## src/rtl/rx_tlp_scheduler_pkg.sv

```systemverilog
// Shared types and defaults for the RX TLP scheduler slice.
package rx_sched_pkg;

   // Width of every qword count carried with a request (1..16, 16 = 5'b10000).
   localparam int QW_W        = 5;
   // Width of the huge-page offset; must hold HP_QW itself.
   localparam int HP_W        = 19;

   localparam int MAX_QW_DEF  = 16;
   localparam int HP_QW_DEF   = 262144;
   localparam int TIMEOUT_DEF = 1024;

   // One-hot scheduler states.
   typedef enum logic [3:0] {
      ST_IDLE = 4'b0001,
      ST_TRIG = 4'b0010,
      ST_LAST = 4'b0100,
      ST_CHG  = 4'b1000
   } sched_state_e;

   // Smallest counter width able to hold the values 0..n-1 (at least 1 bit).
   function automatic int cnt_w(input int n);
      int w;
      w = 1;
      while ((1 << w) < n) w++;
      return w;
   endfunction

endpackage

```

## src/rtl/rx_tlp_scheduler_if.sv

```systemverilog
// Bus between the RX scheduler and the clk_in side of the RX trigger synchroniser.
//
// Handshake: each request output (trigger_tlp_out, send_last_tlp_out,
// change_huge_page_out) is a level. Once raised it stays high, together with
// qwords_to_send_out, until its ack input pulses high for exactly one cycle;
// the request drops on the edge that samples the ack. trigger_tlp_ack_in
// acknowledges trigger_tlp_out; change_huge_page_ack_in acknowledges both
// send_last_tlp_out and change_huge_page_out. An ack that arrives while no
// matching request is up is ignored. At most one request is high at a time.
interface rx_tlp_scheduler_if
   import rx_sched_pkg::*;
#(
   parameter int AW = 12
);
   logic               enable_in;
   logic [AW-1:0]      wr_ptr_in;
   logic [AW-1:0]      rd_ptr_out;
   logic               trigger_tlp_out;
   logic               trigger_tlp_ack_in;
   logic               send_last_tlp_out;
   logic               change_huge_page_out;
   logic               change_huge_page_ack_in;
   logic [QW_W-1:0]    qwords_to_send_out;
   logic [HP_W-1:0]    hp_offset_out;
   logic               busy_out;
   sched_state_e       state_dbg_out;

   // Scheduler side.
   modport master (
      input  enable_in,
      input  wr_ptr_in,
      input  trigger_tlp_ack_in,
      input  change_huge_page_ack_in,
      output rd_ptr_out,
      output trigger_tlp_out,
      output send_last_tlp_out,
      output change_huge_page_out,
      output qwords_to_send_out,
      output hp_offset_out,
      output busy_out,
      output state_dbg_out
   );

   // Synchroniser / buffer-writer side.
   modport slave (
      output enable_in,
      output wr_ptr_in,
      output trigger_tlp_ack_in,
      output change_huge_page_ack_in,
      input  rd_ptr_out,
      input  trigger_tlp_out,
      input  send_last_tlp_out,
      input  change_huge_page_out,
      input  qwords_to_send_out,
      input  hp_offset_out,
      input  busy_out,
      input  state_dbg_out
   );
endinterface

```

## src/rtl/rx_tlp_scheduler_chunk_calc.sv

```systemverilog
// Combinational sizing of the next TLP: min(MAX_QW, pending, page_rem) plus
// the compares the scheduler uses to pick its next request.
module rx_chunk_calc
   import rx_sched_pkg::*;
#(
   parameter int AW     = 12,
   parameter int MAX_QW = MAX_QW_DEF,
   parameter int HP_QW  = HP_QW_DEF
) (
   input  logic [AW-1:0]   pending_i,
   input  logic [HP_W-1:0] hp_offset_i,
   output logic [QW_W-1:0] chunk_o,
   output logic            page_empty_o,
   output logic            full_ok_o,
   output logic            has_data_o
);
   // Common compare width, wide enough for the pointer span and the page size.
   localparam int CW = ((AW > HP_W) ? AW : HP_W) + 2;

   logic [CW-1:0] pend_w;
   logic [CW-1:0] rem_w;
   logic [CW-1:0] max_w;

   assign pend_w = CW'(pending_i);
   assign max_w  = CW'(MAX_QW);
   // hp_offset never exceeds HP_QW, so this never goes negative.
   assign rem_w  = CW'(HP_QW) - CW'(hp_offset_i);

   assign has_data_o   = (pending_i != '0);
   assign page_empty_o = (rem_w == '0);
   // A full TLP is ready either when MAX_QW qwords are waiting or when the
   // waiting data fills the rest of the current page exactly or beyond.
   assign full_ok_o    = (pend_w >= max_w) || ((pend_w >= rem_w) && !page_empty_o);

   // Pick the smallest of the three limits; any value below MAX_QW fits QW_W.
   always_comb begin
      chunk_o = QW_W'(MAX_QW);
      if ((max_w <= pend_w) && (max_w <= rem_w)) begin
         chunk_o = QW_W'(MAX_QW);
      end else if (pend_w <= rem_w) begin
         chunk_o = pend_w[QW_W-1:0];
      end else begin
         chunk_o = rem_w[QW_W-1:0];
      end
   end

endmodule

```

## src/rtl/rx_tlp_scheduler.sv

```systemverilog
// RX DMA scheduler: turns buffer fill level and huge-page usage into
// trigger / flush / page-change requests and owns the buffer read pointer.
module rx_tlp_scheduler
   import rx_sched_pkg::*;
#(
   parameter int AW      = 12,
   parameter int MAX_QW  = MAX_QW_DEF,
   parameter int HP_QW   = HP_QW_DEF,
   parameter int TIMEOUT = TIMEOUT_DEF
) (
   input  logic               clk_in,
   input  logic               reset_n_clk_in,
   rx_tlp_scheduler_if.master bus
);
   localparam int              IC_W   = cnt_w(TIMEOUT);
   localparam logic [IC_W-1:0] IC_MAX = IC_W'(TIMEOUT - 1);

   sched_state_e    state_q;
   logic [AW-1:0]   rd_ptr_q;
   logic [AW-1:0]   wr_ptr_q;
   logic [HP_W-1:0] hp_offset_q;
   logic [QW_W-1:0] qwords_q;
   logic            trig_q;
   logic            last_q;
   logic            chg_q;
   logic [IC_W-1:0] idle_cnt_q;
   logic [IC_W-1:0] idle_cnt_d;

   logic [AW-1:0]   pending;
   logic [QW_W-1:0] chunk;
   logic            page_empty;
   logic            full_ok;
   logic            has_data;
   logic            go_chg;
   logic            go_trig;
   logic            go_last;
   logic            issue;

   // Modular distance between writer and reader.
   assign pending = bus.wr_ptr_in - rd_ptr_q;

   rx_chunk_calc #(
      .AW     (AW),
      .MAX_QW (MAX_QW),
      .HP_QW  (HP_QW)
   ) u_chunk_calc (
      .pending_i    (pending),
      .hp_offset_i  (hp_offset_q),
      .chunk_o      (chunk),
      .page_empty_o (page_empty),
      .full_ok_o    (full_ok),
      .has_data_o   (has_data)
   );

   // Request selection in IDLE, in priority order: page change, full TLP, flush.
   always_comb begin
      go_chg  = 1'b0;
      go_trig = 1'b0;
      go_last = 1'b0;
      if ((state_q == ST_IDLE) && bus.enable_in) begin
         if (page_empty) begin
            go_chg = 1'b1;
         end else if (full_ok) begin
            go_trig = 1'b1;
         end else if (has_data && (idle_cnt_q == IC_MAX)) begin
            go_last = 1'b1;
         end
      end
   end

   assign issue = go_chg | go_trig | go_last;

   // Idle counter: restarts on new data or a new request, else counts up to
   // TIMEOUT-1 while anything is waiting.
   always_comb begin
      idle_cnt_d = idle_cnt_q;
      if ((bus.wr_ptr_in != wr_ptr_q) || issue) begin
         idle_cnt_d = '0;
      end else if (has_data && (idle_cnt_q != IC_MAX)) begin
         idle_cnt_d = idle_cnt_q + IC_W'(1);
      end
   end

   // Idle tracking registers: last seen write pointer and the idle counter.
   always_ff @(posedge clk_in or negedge reset_n_clk_in) begin
      if (!reset_n_clk_in) begin
         wr_ptr_q   <= '0;
         idle_cnt_q <= '0;
      end else begin
         wr_ptr_q   <= bus.wr_ptr_in;
         idle_cnt_q <= idle_cnt_d;
      end
   end

   // Scheduler FSM with registered request outputs and pointer bookkeeping.
   always_ff @(posedge clk_in or negedge reset_n_clk_in) begin
      if (!reset_n_clk_in) begin
         state_q     <= ST_IDLE;
         rd_ptr_q    <= '0;
         hp_offset_q <= '0;
         qwords_q    <= '0;
         trig_q      <= 1'b0;
         last_q      <= 1'b0;
         chg_q       <= 1'b0;
      end else begin
         case (state_q)
            ST_IDLE: begin
               if (go_chg) begin
                  chg_q   <= 1'b1;
                  state_q <= ST_CHG;
               end else if (go_trig) begin
                  trig_q   <= 1'b1;
                  qwords_q <= chunk;
                  state_q  <= ST_TRIG;
               end else if (go_last) begin
                  // Not full and not page-limited, so chunk equals pending here.
                  last_q   <= 1'b1;
                  qwords_q <= chunk;
                  state_q  <= ST_LAST;
               end
            end
            ST_TRIG: begin
               if (bus.trigger_tlp_ack_in) begin
                  trig_q      <= 1'b0;
                  rd_ptr_q    <= rd_ptr_q + AW'(qwords_q);
                  hp_offset_q <= hp_offset_q + HP_W'(qwords_q);
                  state_q     <= ST_IDLE;
               end
            end
            ST_LAST: begin
               // A flush closes the page, so the page change follows directly.
               if (bus.change_huge_page_ack_in) begin
                  last_q      <= 1'b0;
                  rd_ptr_q    <= rd_ptr_q + AW'(qwords_q);
                  hp_offset_q <= hp_offset_q + HP_W'(qwords_q);
                  chg_q       <= 1'b1;
                  state_q     <= ST_CHG;
               end
            end
            ST_CHG: begin
               if (bus.change_huge_page_ack_in) begin
                  chg_q       <= 1'b0;
                  hp_offset_q <= '0;
                  state_q     <= ST_IDLE;
               end
            end
            default: begin
               trig_q  <= 1'b0;
               last_q  <= 1'b0;
               chg_q   <= 1'b0;
               state_q <= ST_IDLE;
            end
         endcase
      end
   end

   assign bus.rd_ptr_out           = rd_ptr_q;
   assign bus.trigger_tlp_out      = trig_q;
   assign bus.send_last_tlp_out    = last_q;
   assign bus.change_huge_page_out = chg_q;
   assign bus.qwords_to_send_out   = qwords_q;
   assign bus.hp_offset_out        = hp_offset_q;
   assign bus.busy_out             = (state_q != ST_IDLE);
   assign bus.state_dbg_out        = state_q;

endmodule
```

## src/flat_wrapper.sv

```systemverilog
// flat-port wrapper written by rule: the top's interface ports become plain ports
module rx_tlp_scheduler_flat import rx_sched_pkg::*;
#(
   parameter int AW      = 12,
   parameter int MAX_QW  = MAX_QW_DEF,
   parameter int HP_QW   = HP_QW_DEF,
   parameter int TIMEOUT = TIMEOUT_DEF
)
  (clk_in, reset_n_clk_in, bus_enable_in, bus_wr_ptr_in, bus_trigger_tlp_ack_in, bus_change_huge_page_ack_in, bus_rd_ptr_out, bus_trigger_tlp_out, bus_send_last_tlp_out, bus_change_huge_page_out, bus_qwords_to_send_out, bus_hp_offset_out, bus_busy_out, bus_state_dbg_out);
  rx_tlp_scheduler_if #(.AW(AW)) bus_i ();
  input  logic clk_in;
  input  logic reset_n_clk_in;
  input wire logic [$bits(bus_i.enable_in)-1:0] bus_enable_in;
  input wire logic [$bits(bus_i.wr_ptr_in)-1:0] bus_wr_ptr_in;
  input wire logic [$bits(bus_i.trigger_tlp_ack_in)-1:0] bus_trigger_tlp_ack_in;
  input wire logic [$bits(bus_i.change_huge_page_ack_in)-1:0] bus_change_huge_page_ack_in;
  output wire logic [$bits(bus_i.rd_ptr_out)-1:0] bus_rd_ptr_out;
  output wire logic [$bits(bus_i.trigger_tlp_out)-1:0] bus_trigger_tlp_out;
  output wire logic [$bits(bus_i.send_last_tlp_out)-1:0] bus_send_last_tlp_out;
  output wire logic [$bits(bus_i.change_huge_page_out)-1:0] bus_change_huge_page_out;
  output wire logic [$bits(bus_i.qwords_to_send_out)-1:0] bus_qwords_to_send_out;
  output wire logic [$bits(bus_i.hp_offset_out)-1:0] bus_hp_offset_out;
  output wire logic [$bits(bus_i.busy_out)-1:0] bus_busy_out;
  output wire logic [$bits(bus_i.state_dbg_out)-1:0] bus_state_dbg_out;
  assign bus_i.enable_in = bus_enable_in;
  assign bus_i.wr_ptr_in = bus_wr_ptr_in;
  assign bus_i.trigger_tlp_ack_in = bus_trigger_tlp_ack_in;
  assign bus_i.change_huge_page_ack_in = bus_change_huge_page_ack_in;
  assign bus_rd_ptr_out = bus_i.rd_ptr_out;
  assign bus_trigger_tlp_out = bus_i.trigger_tlp_out;
  assign bus_send_last_tlp_out = bus_i.send_last_tlp_out;
  assign bus_change_huge_page_out = bus_i.change_huge_page_out;
  assign bus_qwords_to_send_out = bus_i.qwords_to_send_out;
  assign bus_hp_offset_out = bus_i.hp_offset_out;
  assign bus_busy_out = bus_i.busy_out;
  assign bus_state_dbg_out = bus_i.state_dbg_out;
  rx_tlp_scheduler #(.AW(AW), .MAX_QW(MAX_QW), .HP_QW(HP_QW), .TIMEOUT(TIMEOUT)) u_core (.clk_in(clk_in), .reset_n_clk_in(reset_n_clk_in), .bus(bus_i));
endmodule
```

## config.mk

```make
export PLATFORM = sky130hd
export DESIGN_NAME = rx_tlp_scheduler_flat
export DESIGN_NICKNAME = d
export VERILOG_FILES = /design/src/rtl/rx_tlp_scheduler_pkg.sv /design/src/rtl/rx_tlp_scheduler_if.sv /design/src/rtl/rx_tlp_scheduler_chunk_calc.sv /design/src/rtl/rx_tlp_scheduler.sv /design/src/flat_wrapper.sv
export SDC_FILE = /design/constraint.sdc
export NUM_CORES = 1
export LEC_CHECK = 0
export ABC_AREA = 1
export CAP_MARGIN = 30
export CORE_MARGIN = 2
export CORE_UTILIZATION = 55
export DETAILED_ROUTE_END_ITERATION = 12
export PLACE_DENSITY = 0.88
export SLEW_MARGIN = 20
export SYNTH_ARGS = -nofsm -noshare
export SYNTH_HDL_FRONTEND = slang
export SYNTH_SLANG_ARGS = --single-unit
```

## constraint.sdc

```tcl
create_clock -name clk_in -period 9.2 [get_ports clk_in]
set_input_delay 2.3 -clock clk_in [delete_from_list [all_inputs] [get_ports clk_in]]
set_output_delay 2.3 -clock clk_in [all_outputs]
set_load 0.1 [all_outputs]
```

==> results.yml <==
placed_design:
  gp_congestion: 0.926
  pre_cts_ws_ns: 3.50
  dp_cells: 974
  dpl.hpwl_um: 9550
  numPortBuffers: 60
timing:
  setup_tns_ns: 0
  final.min_clock_period_ns: 5.36
  max_slew_margin_pct: 34.8
  setup_slack_ns: 3.84
  grt_setup_unrepaired: "no"
  period_share_pct: 58.3
  max_freq_mhz: 187
  hold_viol: 0
  worstMarginPinSlew_ns: 0.974
  skew_ns: 0.00782
  setup_viol: 0
  drv_slew: 0
detailed_routing:
  ant_nets: 0
  route.vias.total: 5145
  vias_per_cell: 5.20
  remaining_drc_errors: 0
  drt_wl_total_um: 12500
  first_iter_violations: 259
  wl_per_cell_um: 12.6
  drt-pass1-iter-count: 5
clock_network:
  htree_levels: 3
  ctsResizeCount: 0
  cts_tree: "done"
  clk_path_buf_depth: 2
  clk_pin_slew_worst_paths_ns: 0.07
  cts_setup_buffers: 0
  cts_made_buffers: 9
  cts.sink_count: 65
  root_buffer: "clkbuf_8"
  clk_latency_ns: 0.36
  cts_hold_buf: 0
worst_setup_path:
  cpMaxStageDelayCell: "clkdlybuf4s50_1"
  r2r_slack_ns: 5.83
  cp-startpoint: "bus_wr_ptr_in[0]"
  r2r-end: "u_core.bus.qwords_to_send_out[4]"
  end_kind: "register"
  critPathCapture: "u_core.bus.qwords_to_send_out[4]"
  worstSetupPathType: "in2reg"
  cp_common_cell: "nand2_1"
  critPathArrivalTime_ns: 5.60
  cp.required_ns: 9.44
  cp_max_fo: 8
  timing.rr.start: "u_core.bus.hp_offset_out[0]"
  path_cells: "clkdlybuf4s50_1 > inv_1 > ha_1 > inv_1 > fa_1 > nand3_1 > nand2_1 > nand2_1 > nand3b_1 > nand2_1 > inv_1 > ha_1 > nand4_1 > or3b_2 > nor2_1 > nand2_1 > nand2_2 > nand2_2 > nand2_4 > nand2_4 > nand2_4 > inv_2 > nand2_1 > nand2_1"
  critPathMaxStageDelay_ns: 0.46
  crit_path_start_kind: "primary input"
  worstRegToRegCells: 19
global_route:
  grt_max_degree: 66
  overflow: 0
  antenna_found_initial: 0
  grt_usage_pct: 24.0
  grt_pass1_wl_um: 21400
  grt_pass1_vias: 4776
pwr:
  vdd_drop_max_mv: 0.321
  leakagePower_nw: 3.26
  power.density_nw_per_um2: 320
  power_mw: 2.04
synthesis:
  ys_types: 46
  synthTopCellsByCount: "210 x nand2_1, 131 x inv_1, 70 x nor2_1, 64 x dfrtp_1, 47 x nand3_1"
  synth_warnings: 0
  syn_nets: 842
  ys_seq_area_share_pct: 29.8
  avgSynthCellArea_um2: 6.94
  ys.flop_type: "dfrtp_1"
  synth_top_area_share_pct: 29.4
  synth.ff_latch_count: 65
  syn_inst: 786
  synth_top_area_cell: "dfrtp_1"
  synthArstFlopShare_pct: 100
  yosysMostFrequentCell: "nand2_1"
  synth_edf_count: 0
  syn_area_um2: 5460
  synth.area.top_cells: "dfrtp_1 29%, nand2_1 14%, inv_1 9.0%"
floorplan:
  num_io_pins: 61
  die_h_um: 104
  rows: 36
  core_area_um2: 9680
  die-area_um2: 10700
  die_x_um: 104
  initial_core_util_pct: 56.3
worst_hold_path:
  holdCritPathClass: "reg2reg"
cells_and_area:
  fin_nets: 908
  area_growth_pct: 17.2
  drive_above_1_share_pct: 10.2
  n_antenna_cell: 0
  layout.cells.non_filler: 990
run:
  drv_cap: 0
run_status:
  status: "finished clean"
-- layout by cell type, fill, tap and decap left out, drive strengths merged, types with 15 or more instances in the layout --
master and instances:
dfrtp 64, a21oi 30, nor3 20, nand4 24
clkdlybuf4s50 59, o21ai 35, nor2 94, xnor2 15
ha 36, nand2 229, nand3 53, inv 138
-- worst max-delay path, delay by kind of cell --
family / cells / cell delay (ns)
adder cells (fa/ha/maj): 3 / 0.87
buffers and inverters: 5 / 0.73
AND/OR/NAND/NOR: 16 / 1.69
-- sequential cells by signal (all words and copies together), names as in the netlist --
signal,cells
u_core.bus.qwords_to_send_out,5
u_core.bus.rd_ptr_out,12
u_core.bus.hp_offset_out,19
u_core.bus.state_dbg_out,4
u_core.bus.change_huge_page_out,1
u_core.idle_cnt_q,10
u_core.bus.send_last_tlp_out,1
u_core.bus.trigger_tlp_out,1
u_core.wr_ptr_q,12
-- power by group --
group | switching (mW) | total (mW) | internal, mW
combinational | 0.986 | 1.41 | 0.422
clock | 0.119 | 0.251 | 0.132
sequential | 0.0549 | 0.384 | 0.329
-- layer usage --
metal,vias to the layer above,routed length (um),GRT usage [%]
met5,-,0,0
met4,0,316,10.1
met3,27,551,3.08
met2,136,5940,41.0
met1,2349,5660,30.6
li1,2633,-,-
-- worst min-delay path by stage --
stage | from | endpoint | cells past startpoint
2_1_floorplan | u_core.idle_cnt_q[1] | u_core.idle_cnt_q[1] | 2
3_3_place_gp | u_core.bus.change_huge_page_out | u_core.bus.change_huge_page_out | 2
3_5_place_dp | u_core.bus.change_huge_page_out | u_core.bus.change_huge_page_out | 2
4_1_cts | u_core.bus.change_huge_page_out | u_core.bus.change_huge_page_out | 2
5_1_grt | u_core.bus.change_huge_page_out | u_core.bus.change_huge_page_out | 2
6_report | u_core.bus.change_huge_page_out | u_core.bus.change_huge_page_out | 2
-- area by class of cell --
type	count	area, um2
Clock buffer	11	141
Clock inverter	5	55.1
Fill cell	805	3290
Inverter	138	518
Multi-Input combinational cell	577	3280
Sequential cell	65	1630
Tap cell	133	166
Timing Repair Buffer	61	603
-- cells by family after synthesis --
| kind of cell | Yosys count | share of synthesized area, % |
|---|---|---|
| AOI/OAI and AO/OA | 75 | 7.54 |
| buffers and inverters | 144 | 10.0 |
| DFF | 65 | 29.8 |
| xor gates and xnor gates | 29 | 4.79 |
| and+or+nand+nor | 434 | 38.5 |
| adders and majority gates | 39 | 9.36 |
-- per-stage QoR --
| step | utilization, % | hold slack [ns] | instance area [um2] |
|---|---|---|---|
| finish | 66.0 | 0.484 | 6390 |
| floorplan | - | 0.543 | 5460 |
| CTS | 66.0 | 0.491 | 6390 |
| global placement | 64.0 | 0.470 | 6200 |
| detailed placement | 64.0 | 0.472 | 6200 |
| global route | 66.0 | 0.538 | 6390 |
Power figures use the tool's default switching activity.
